$ cat config.mk
export PLATFORM = sky130hd
export DESIGN_NAME = timer_counter
export DESIGN_NICKNAME = d
export VERILOG_FILES = /design/src/rtl/tc_pkg.sv /design/src/rtl/timer_counter.sv
export SDC_FILE = /design/constraint.sdc
export NUM_CORES = 1
export LEC_CHECK = 0
export ABC_CLOCK_PERIOD_IN_PS = 4700
export BUFFER_PORTS_ARGS = -buffer_cell sky130_fd_sc_hd__buf_4
export CELL_PAD_IN_SITES_DETAIL_PLACEMENT = 2
export CELL_PAD_IN_SITES_GLOBAL_PLACEMENT = 2
export CORE_MARGIN = 10
export CORE_UTILIZATION = 37
export CTS_BUF_LIST = sky130_fd_sc_hd__clkbuf_2 sky130_fd_sc_hd__clkbuf_4 sky130_fd_sc_hd__clkbuf_8
export DETAILED_ROUTE_END_ITERATION = 12
export PLACE_DENSITY = 0.95
export SLEW_MARGIN = 25
export SYNTH_ARGS = -nofsm -noshare
export SYNTH_HDL_FRONTEND = slang
export SYNTH_SLANG_ARGS = --single-unit
$ cat constraint.sdc
create_clock -name clk -period 4.7 [get_ports clk]
set_clock_uncertainty 0.05 [all_clocks]
set_input_delay 0.235 -clock clk [delete_from_list [all_inputs] [get_ports clk]]
set_output_delay 0.235 -clock clk [all_outputs]
set_load 0.02 [all_outputs]
$ cat src/rtl/tc_pkg.sv
// +--------------------------------------------------------------------+
// | tc_pkg : shared types and constants for the memory-mapped timer     |
// | Revision: 1.0                                                       |
// +--------------------------------------------------------------------+
`default_nettype none

package tc_pkg;

   typedef enum logic [1:0] {
      ST_IDLE = 2'd0,
      ST_LOAD = 2'd1,
      ST_CNT  = 2'd2,
      ST_INT  = 2'd3
   } tc_state_e;

   localparam logic [1:0] REG_CTRL   = 2'b00;
   localparam logic [1:0] REG_PRESET = 2'b01;
   localparam logic [1:0] REG_COUNT  = 2'b10;

   localparam int CTRL_EN      = 0;
   localparam int CTRL_MODE_LO = 1;
   localparam int CTRL_MODE_HI = 2;
   localparam int CTRL_IM      = 3;

   localparam logic [1:0] MODE_ONESHOT = 2'b00;
   localparam logic [1:0] MODE_AUTO    = 2'b01;

endpackage

`default_nettype wire

$ cat src/rtl/timer_counter.sv
// +--------------------------------------------------------------------+
// | timer_counter : memory-mapped down-counting timer with IRQ          |
// | Revision: 1.0                                                       |
// +--------------------------------------------------------------------+
`default_nettype none

module timer_counter
   import tc_pkg::*;
#(
   parameter logic [31:0] BASE_ADDR = 32'h0000_7F00
) (
   input  logic        clk,
   input  logic        reset,
   input  logic [31:0] Addr,
   input  logic        WE,
   input  logic [31:0] Din,
   output logic [31:0] Dout,
   output logic        IRQ
);

   tc_state_e   state_q, state_d;
   logic [3:0]  ctrl_q, ctrl_d;
   logic [31:0] preset_q, preset_d;
   logic [31:0] count_q, count_d;
   logic        irq_q, irq_d;

   logic        hit;
   logic        wr_en;
   logic [1:0]  mode;
   logic        unused_addr_bits;

   assign hit              = (Addr[31:4] == BASE_ADDR[31:4]);
   assign wr_en            = WE & hit;
   assign mode             = ctrl_q[CTRL_MODE_HI:CTRL_MODE_LO];
   assign unused_addr_bits = ^Addr[1:0];
   assign IRQ              = ctrl_q[CTRL_IM] & irq_q;

   always_comb begin
      Dout = '0;
      if (hit) begin
         case (Addr[3:2])
            REG_CTRL:   Dout = {28'd0, ctrl_q};
            REG_PRESET: Dout = preset_q;
            REG_COUNT:  Dout = count_q;
            default:    Dout = '0;
         endcase
      end
   end

   always_comb begin
      state_d  = state_q;
      ctrl_d   = ctrl_q;
      preset_d = preset_q;
      count_d  = count_q;
      irq_d    = irq_q;

      case (state_q)
         ST_IDLE: begin
            if (ctrl_q[CTRL_EN]) state_d = ST_LOAD;
         end
         ST_LOAD: begin
            count_d = preset_q;
            state_d = ST_CNT;
         end
         ST_CNT: begin
            if (!ctrl_q[CTRL_EN]) begin
               state_d = ST_IDLE;
            end else if (count_q > 32'd1) begin
               count_d = count_q - 32'd1;
            end else begin
               count_d = '0;
               irq_d   = 1'b1;
               state_d = ST_INT;
               // Every mode other than auto-reload is one-shot.
               if (mode != MODE_AUTO) ctrl_d[CTRL_EN] = 1'b0;
            end
         end
         ST_INT: begin
            state_d = ST_IDLE;
            if (mode == MODE_AUTO) irq_d = 1'b0;
         end
         default: state_d = ST_IDLE;
      endcase

      // Software writes are applied last so they override FSM updates.
      if (wr_en) begin
         case (Addr[3:2])
            REG_CTRL: begin
               ctrl_d = Din[3:0];
               irq_d  = 1'b0;
            end
            REG_PRESET: preset_d = Din;
            default: ;
         endcase
      end
   end

   always_ff @(posedge clk or negedge reset) begin
      if (!reset) begin
         state_q  <= ST_IDLE;
         ctrl_q   <= '0;
         preset_q <= '0;
         count_q  <= '0;
         irq_q    <= 1'b0;
      end else begin
         state_q  <= state_d;
         ctrl_q   <= ctrl_d;
         preset_q <= preset_d;
         count_q  <= count_d;
         irq_q    <= irq_d;
      end
   end

endmodule

`default_nettype wire
== After elaboration in Yosys (flattened, before gate mapping) ==
Cells that the tools add are included.

* Bitwise operators: 2
* Add/sub/neg operators: 1
* $lt $le $gt $ge: 1
* Equal/unequal tests: 11
* Reduce and logical (&&, ||, !) cells: 7
* Mux-type cells: 21

{| class="wikitable"
|+ Operators with widths
! operator !! number
|-
| 32-bit two-way mux || 3
|-
| 32-bit case mux with 3 select lines || 1
|-
| 32-bit case mux with 2 select lines || 1
|-
| 32-bit by 1-bit > comparator with 1-bit output (second input constant) || 1
|-
| 32-bit by 1-bit subtractor with 32-bit output (second input constant) || 1
|-
| 28-bit by 11-bit == test with 1-bit output (second input constant) || 1
|-
| 1-bit two-way mux || 11
|-
| 2-bit case mux with 4 select lines || 1
|-
| 2-bit AND reduction || 4
|-
| 2-bit by 1-bit == test with 1-bit output (second input constant) || 3
|-
| 2-bit == test (second input constant) || 3
|-
| 2-bit two-way mux || 3
|-
| 2-bit zero test || 2
|-
| 2-bit inequality test (second input constant) || 2
|-
| 3-bit inequality test (second input constant) || 1
|-
| 1-bit AND || 2
|-
| 2-bit by 1-bit inequality test with 1-bit output (second input constant) || 1
|-
| 1-bit case mux with 2 select lines || 1
|-
| 2-bit nonzero test || 1
|}

* Output and inout port bits: 33
* Register bits after elaboration: 71
* Word-level logic and storage cells: 49
* Bits of input ports: 67

== Logic depth before layout (Yosys ltp) ==
Gate-level depths: netlist of run 1.

* Depth in word-level cells: 7
* Mapped depth: 8
* Gate-level depth less buffers: 7

== Worst setup path after synthesis of run 1 ==
No wires, ideal clock.

* Path kind: register to register
* Start: register count_q[0]
* End: register count_q[24]
* Stages on the path, launching flop included: 9
* Library setup time: 0.087 ns
* Required time: 4.563 ns
* Buffers on the path: 1
* Arrival: 2.266 ns
* Slack: 2.298 ns
* Period minus slack after synthesis: 2.402 ns
* Cell sequence: dfrtp_1 -> inv_1 -> ha_1 -> or3b_2 -> clkbuf_1 -> nor2_1 -> nand4_1 -> or3b_2 -> o211ai_1

* Word-level cells in the longest chain between the ends: 4
* Elaborated cells on any way between the ends: 5
* Classes of those cells: 1 x add/sub; 1 x order compare; 3 x mux

{| class="wikitable"
|+ RTL lines
! item !! line !! text
|-
| from (decl) || timer_counter.sv:24 || <nowiki>logic [31:0] count_q, count_d;</nowiki>
|-
| from (signal assigned) || timer_counter.sv:109 || <nowiki>count_q <= count_d;</nowiki>
|-
| 32-bit by 1-bit subtractor with 32-bit output / 32-bit by 1-bit > comparator with 1-bit output (equally long branches) || timer_counter.sv:69, timer_counter.sv:68 ||
|-
| 32-bit two-way mux (*) || timer_counter.sv:68 || <nowiki>end else if (count_q > 32'd1) begin</nowiki>
|-
| 32-bit two-way mux (*) || timer_counter.sv:66 || <nowiki>if (!ctrl_q[CTRL_EN]) begin</nowiki>
|-
| 32-bit case mux with 2 select lines (*) || timer_counter.sv:57 || <nowiki>case (state_q)</nowiki>
|}

Every way passes the cells marked *; elsewhere a longest branch is shown, timed or not. The select of a mux whose other input is x is not followed.
A chain may end at the register's enable or synchronous reset.

== Worst setup path in the final report of run 1 ==
* Start: register count_q[26]
* End: register count_q[11]

* Word-level cells in the longest chain between the ends: 4

{| class="wikitable"
|+ RTL lines
! item !! line
|-
| 32-bit by 1-bit > comparator with 1-bit output || timer_counter.sv:68
|-
| 32-bit two-way mux || timer_counter.sv:68
|-
| 32-bit two-way mux || timer_counter.sv:66
|-
| 32-bit case mux with 2 select lines || timer_counter.sv:57
|}

Every way passes these cells. The select of a mux whose other input is x is not followed.

==> results.md, run 1 <==
- Library cells used by synthesis: between 50 and 60
- CP startpoint kind: register
- Area Growth Syn to Fin: 24.9%
- Detailed Route WL: roughly 18000 um
- CTS tree: yes
- Layout Cells excl Fill: 694
- Clock Pin Slew Worst Setup and Hold Paths: 0.08 ns
- Post-Syn Area: 0.00436 mm2
- Total CTS buffers: 9
- Combinational power share: 5.6%
- Vias in the first global route: between 4000 and 5000
- Fin Setup TNS: 0 ns
- Net Count, Synth: 533
- Die H: ~130 um
- Initial Utilization: 38.1%
- RSZ-0062 raised after global routing: false
- Avg WL per Cell: approximately 26 um
- VDD IR-drop max: 0.159 mV
- Initial DRC Count: 259
- Most frequent cells in the layout: 107 x buf_4, 71 x dfrtp_1, 52 x nor2_1
- Sw frac: 22.8%
- Max FO, Critical Path: 11
- Port-buffer cells: 97
- Fmax: 312 MHz
- CP arrival: about 3.4 ns
- EDFF count, synth: 0
- Final instance area: 0.00545 mm2
- Internal power: 0.00101 W
- Worst slack, placed: 1.49 ns
- Root Buffer: clkbuf_8
- Pin count of the biggest net entering global routing: 72
- Ratio of cells with drive above 1 in the final layout: 28.3%
- Initial antenna violation count: 0
- Endpoint class of the critical path: register
- Final nets: 615
- Status: finished clean
- Row Count: 39
- Number of remaining DRC errors: 0
- CP Class: register to register
- Placer congestion estimate: between 0.9 and 1
- Final hold vios: 0
- Hold Path Class: primary input to register
- Die ar.: 0.0165 mm2
- Final setup fails: 0
- Tcrit/Tclk final: roughly two thirds
- Async S/R FF share, synth: 100%
- Routed via count: 4414
- Commonest non-fill, non-tap cell in the layout: buf_4
- Synth Register Bits: 71
- Sequential fraction of the synthesis area: 40.7%
- Psw: ~0.00030 W
- HPWL after DPL: between 10000 and 15000 um
- Syn_area_per_cell: 9.41 um2
- Slew Limit Headroom: 35.9%
- Flop pwr share: a little under half
- Worst path required time: between 4 and 5 ns
- First-pass GRT wire length: ~30000 um
- Final Slew Violations: 0
- PD cells: 241 mW/mm2
- Ports: 100
- Ant diodes: 0
- Clock Power Share: between 40% and 50%
- Final ANT Viol Nets: 0
- Worst-skew pair later-pin latency: around 0.38 ns
- Total global routing overflow: 0
- Post-Place Cell Area: 0.00519 mm2
- Reg2reg setup slack: 1.49 ns
- Core ar.: 0.0115 mm2
- Clock buffer depth: 2
- Maxcap violations: 0
- Synth area leader: dfrtp_1
- Placed cell count: 677
- Fin Hold WS: 0.0206 ns
- TritonCTS Sinks: 71
- Total track usage: 22.4%
- Gate Count Post-Synth: 464
- Via/cell ratio: roughly 6.4
- Least-Margin Pin Slew: 0.953 ns
- Min setup slack post-route: 1.49 ns
- Top_reg_cell synth: dfrtp_1
- H-tree levels: 3
- Pleak: ~2.5 nW
- Largest cells by area after synthesis: dfrtp_1 41%, a22oi_1 6.0%, mux2_1 5.4%
- Fin crit period: approximately 3.2 ns
- Post CTS Setup Buffer Count: 0
- Die W: 129 um
- DRT Pass-1 Iters: 5
- YS warnings: 0
- Yosys top cell area share: a little over 40%
## worst max-delay path, stage by stage, from the launching register on
cell and delay (ns):
dfrtp_1 0.45, or3_1 0.48, nor3_1 0.54, nand4_1 0.63, buf_4 0.41, a31o_2 0.25, a221o_1 0.28
## routing by layer
layer  GRT usage, %  up-vias  wire [um]
met3           3.74       35        980
met1           26.8     2264       7350
met2           38.7      174       9530
met4           9.30        0        458
met5              0        -          0
li1               -     1941          -
## area by class of cell
class | instances | area [um2]
timing repair buffer | 110 | 845
tap | 143 | 179
inverter | 11 | 41.3
multi-input combinational | 343 | 2360
clock inverter | 2 | 60.1
clock buffer | 14 | 186
sequential | 71 | 1780
fill | 1241 | 6020
## power groups by stage
stage                     sequential [W]  combinational (W)  clock [W]
after floorplan                 0.000623          0.0000124          0
after CTS                       0.000610          0.0000746   0.000640
after detailed placement        0.000622          0.0000731          0
after global placement          0.000622          0.0000693          0
after global routing            0.000610          0.0000799   0.000661
final                           0.000610          0.0000738   0.000627
## logic make-up after synthesis
kind of cell | Yosys count | share of synthesized area, %
simple gates | 186 | 23.2
buf+inv | 50 | 5.42
mux | 41 | 10.4
flops | 71 | 40.7
fa+ha+maj | 2 | 0.573
compound gates | 114 | 19.7
## final timing paths
check | startpoint | to | cells after the start
setup reg to reg | count_q[26]$_DFFE_PN0P_ | count_q[11]$_DFFE_PN0P_ | 6
min in group asynchronous | reset | preset_q[18]$_DFFE_PN0P_ | 2
hold / removal | Din[9] | preset_q[9]$_DFFE_PN0P_ | 2
hold reg to reg | preset_q[0]$_DFFE_PN0P_ | preset_q[0]$_DFFE_PN0P_ | 1
max in group asynchronous | reset | preset_q[1]$_DFFE_PN0P_ | 2
setup / recovery | count_q[26]$_DFFE_PN0P_ | count_q[11]$_DFFE_PN0P_ | 6
## timing repair
item                      CTS  global route
hold buffers                1             0
hold endpoints to repair   43             0
gates resized for setup     0             0
## state kept, by name (all words and copies together), names as in the netlist
name,flops
ctrl_q,4
preset_q,32
count_q,32
state_q,2
irq_q,1
## cells in the mapped netlist, drive strengths merged (4+ instances only)
cell    count
nor3       18
nand2      31
dfrtp      71
nand4      14
o21ai       7
nor2b       5
nor2       52
buf        12
o31ai      10
o41ai       5
a22oi      35
mux2       36
nand3      16
a31oi       7
o221ai      4
mux2i       5
nor4       15
a221o       9
or3         5
a21oi      12
clkbuf     27
inv        10
or4         7
## metrics by stage
stage               power, W  utilization, %
floorplan           0.000635               -
global placement    0.000692            45.3
detailed placement  0.000695            45.3
CTS                  0.00132            47.5
global route         0.00135            47.5
finish               0.00131            47.5
Note: power is estimated with default switching activity, not from simulation.
==> run 2, diff against run 1 <==
ABC_CLOCK_PERIOD_IN_PS = 3100   (was 4700)
CORE_UTILIZATION = 34   (was 37)
PLACE_DENSITY = 0.92   (was 0.95)
clock period = 3.1 ns   (was 4.7 ns; I/O delays follow)
==> run 2 against run 1 <==
Net effect:
- total power increased by 36%
- critical path type unchanged
- via count increased by 2.6%
- non-clock buffer count increased by 43
==> results.md, run 2 (synthesis gave the netlist of run 1 again) <==
- DRT Pass-1 Iters: 4 (-1)
- Ratio of cells with drive above 1 in the final layout: 27.7% (-0.61 points)
- Die ar.: 0.0178 mm2 (+7.4%)
- Core ar.: 0.0126 mm2 (+10%)
- Max FO, Critical Path: 21 (+10)
- CP Class: register to register
- PD cells: 309 mW/mm2 (+28%)
- Fin Setup TNS: 0 ns (unchanged)
- Status: finished clean
- HPWL after DPL: 12900 um (+2.2%)
- Total track usage: 21.0% (-1.3 points)
- Final Slew Violations: 0 (unchanged)
- H-tree levels: 3 (unchanged)
- Min setup slack post-route: 0.359 ns (-1.13 ns)
- Fin Hold WS: 0.134 ns (+0.113 ns)
- Port-buffer cells: 97 (unchanged)
- Initial antenna violation count: 0 (unchanged)
- Pin count of the biggest net entering global routing: 72 (unchanged)
- FF/Latch Area: 0.00178 mm2 (unchanged)
- Resized Gates After CTS: 0 (unchanged)
- Least-Margin Pin Slew: 0.749 ns (-0.204 ns)
- Routed via count: 4530 (+2.6%)
- Final ANT Viol Nets: 0 (unchanged)
- CTS tree: yes
- Initial DRC Count: 298 (+15%)
- Clock buffer depth: 2 (unchanged)
- Pleak: 2.69 nW (+5.8%)
- Fin crit period: 2.74 ns (-0.467 ns)
- Slew Limit Headroom: 49.8% (+14 points)
- Final setup fails: 0 (unchanged)
- RSZ-0062 raised after global routing: false
- Row Count: 41 (+5.1%)
- VDD IR-drop max: 0.192 mV (+21%)
- First-pass GRT wire length: 30200 um (+2.8%)
- Core Util, Final: 46.0% (-1.6 points)
- Hold Path Class: primary input to register
- Tcrit/Tclk final: 88.4% (+20 points)
- Worst-skew pair later-pin latency: 0.38 ns (about the same)
- Via/cell ratio: 5.93 (-6.8%)
- Ant diodes: 0 (unchanged)
- Avg WL per Cell: 24.2 um (-8.3%)
- Total CTS buffers: 9 (unchanged)
- Most frequent cells in the layout: 119 x buf_4, 71 x dfrtp_1, 52 x nor2_1
- Worst path required time: 3.30 ns (-1.62 ns)
- Maxcap violations: 0 (unchanged)
- Placer congestion estimate: 0.881 (-4.8%)
- Multi-input gate area: 0.00236 mm2 (-0.11%)
- Die W: 133 um (+3.6%)
- Regs by FF count: count_q x32, preset_q x32, ctrl_q x4
- Final nets: 658 (+7.0%)
- Root Buffer: clkbuf_8
- Filler Cells Inserted: 1364 (+9.9%)
- Final hold vios: 0 (unchanged)
- Vias in the first global route: 5180 (+4.1%)
- Total global routing overflow: 0 (unchanged)
- Area Growth Syn to Fin: 32.9%
- Detailed Route WL: 18500 um (+0.97%)
- Endpoint class of the critical path: register
- Number of remaining DRC errors: 0 (unchanged)
- Worst slack, placed: 0.452 ns (-1.04 ns)
- CP arrival: 2.94 ns (-0.48 ns)
- Fmax: 365 MHz (+17%)
- Commonest non-fill, non-tap cell in the layout: buf_4
- TritonCTS Sinks: 71 (unchanged)
- Die H: 133 um (+3.6%)
- Initial Utilization: 34.6% (-3.5 points)
- CP startpoint kind: register
- Ports: 100 (unchanged)
- Clock Pin Slew Worst Setup and Hold Paths: 0.08 ns (about the same)
==> run 2: layout make-up <==
class / instances / share of cell area (%)
Clock buffer: 13 / 2.87
Timing Repair Buffer: 153 / 21.3
Inverter: 11 / 0.712
Multi-Input combinational cell: 343 / 40.7
Sequential cell: 71 / 30.6
Clock inverter: 1 / 0.0863
Tap cell: 172 / 3.71
==> run 2: power by group <==
part	leakage, nW	switching, W	total (W)	internal, W
registers	0.987	0.0000000000910	0.000925	0.000925
logic	1.61	0.0000611	0.000145	0.0000844
clock network	0.0922	0.000376	0.000719	0.000343
total	2.69	0.000437	0.00179	0.00135
==> run 2: worst paths after layout <==
path	from	endpoint	slack, ns	cells past startpoint
max	count_q[15]$_DFFE_PN0P_	count_q[5]$_DFFE_PN0P_	0.36	6
min in group asynchronous	reset	count_q[6]$_DFFE_PN0P_	0.31	2
max in group asynchronous	reset	state_q[0]$_DFFE_PN0P_	2.19	2
min reg2reg	preset_q[17]$_DFFE_PN0P_	preset_q[17]$_DFFE_PN0P_	0.48	1
max reg2reg	count_q[15]$_DFFE_PN0P_	count_q[5]$_DFFE_PN0P_	0.36	6
min	Addr[2]	irq_q$_DFF_PN0_	0.13	3
==> run 2: what timing repair did <==
item / CTS / global route
buffers inserted: 0 / 0
hold buffers: 33 / 0
endpoints found under the hold margin: 107 / 0
==> run 2: critical path, cell delays in order, from the launching register on <==
cell	delay, ns
dfrtp_1	0.48
or4_1	0.68
nor2_1	0.35
and4_1	0.27
buf_4	0.29
nor3_1	0.13
a221o_1	0.36
==> run 2: metal layers <==
layer | track usage [%] | wire [um]
met5 | 0 | 0
met2 | 36.6 | 9600
met4 | 7.07 | 357
met3 | 3.61 | 859
met1 | 25.6 | 7680
==> run 2: through the flow <==
step,cell area (um2),cells,power [W]
global placement,5290,717,0.00105
floorplan,4360,464,0.000963
finish,5800,764,0.00179
detailed placement,5290,717,0.00106
global route,5800,764,0.00185
CTS,5800,764,0.00180
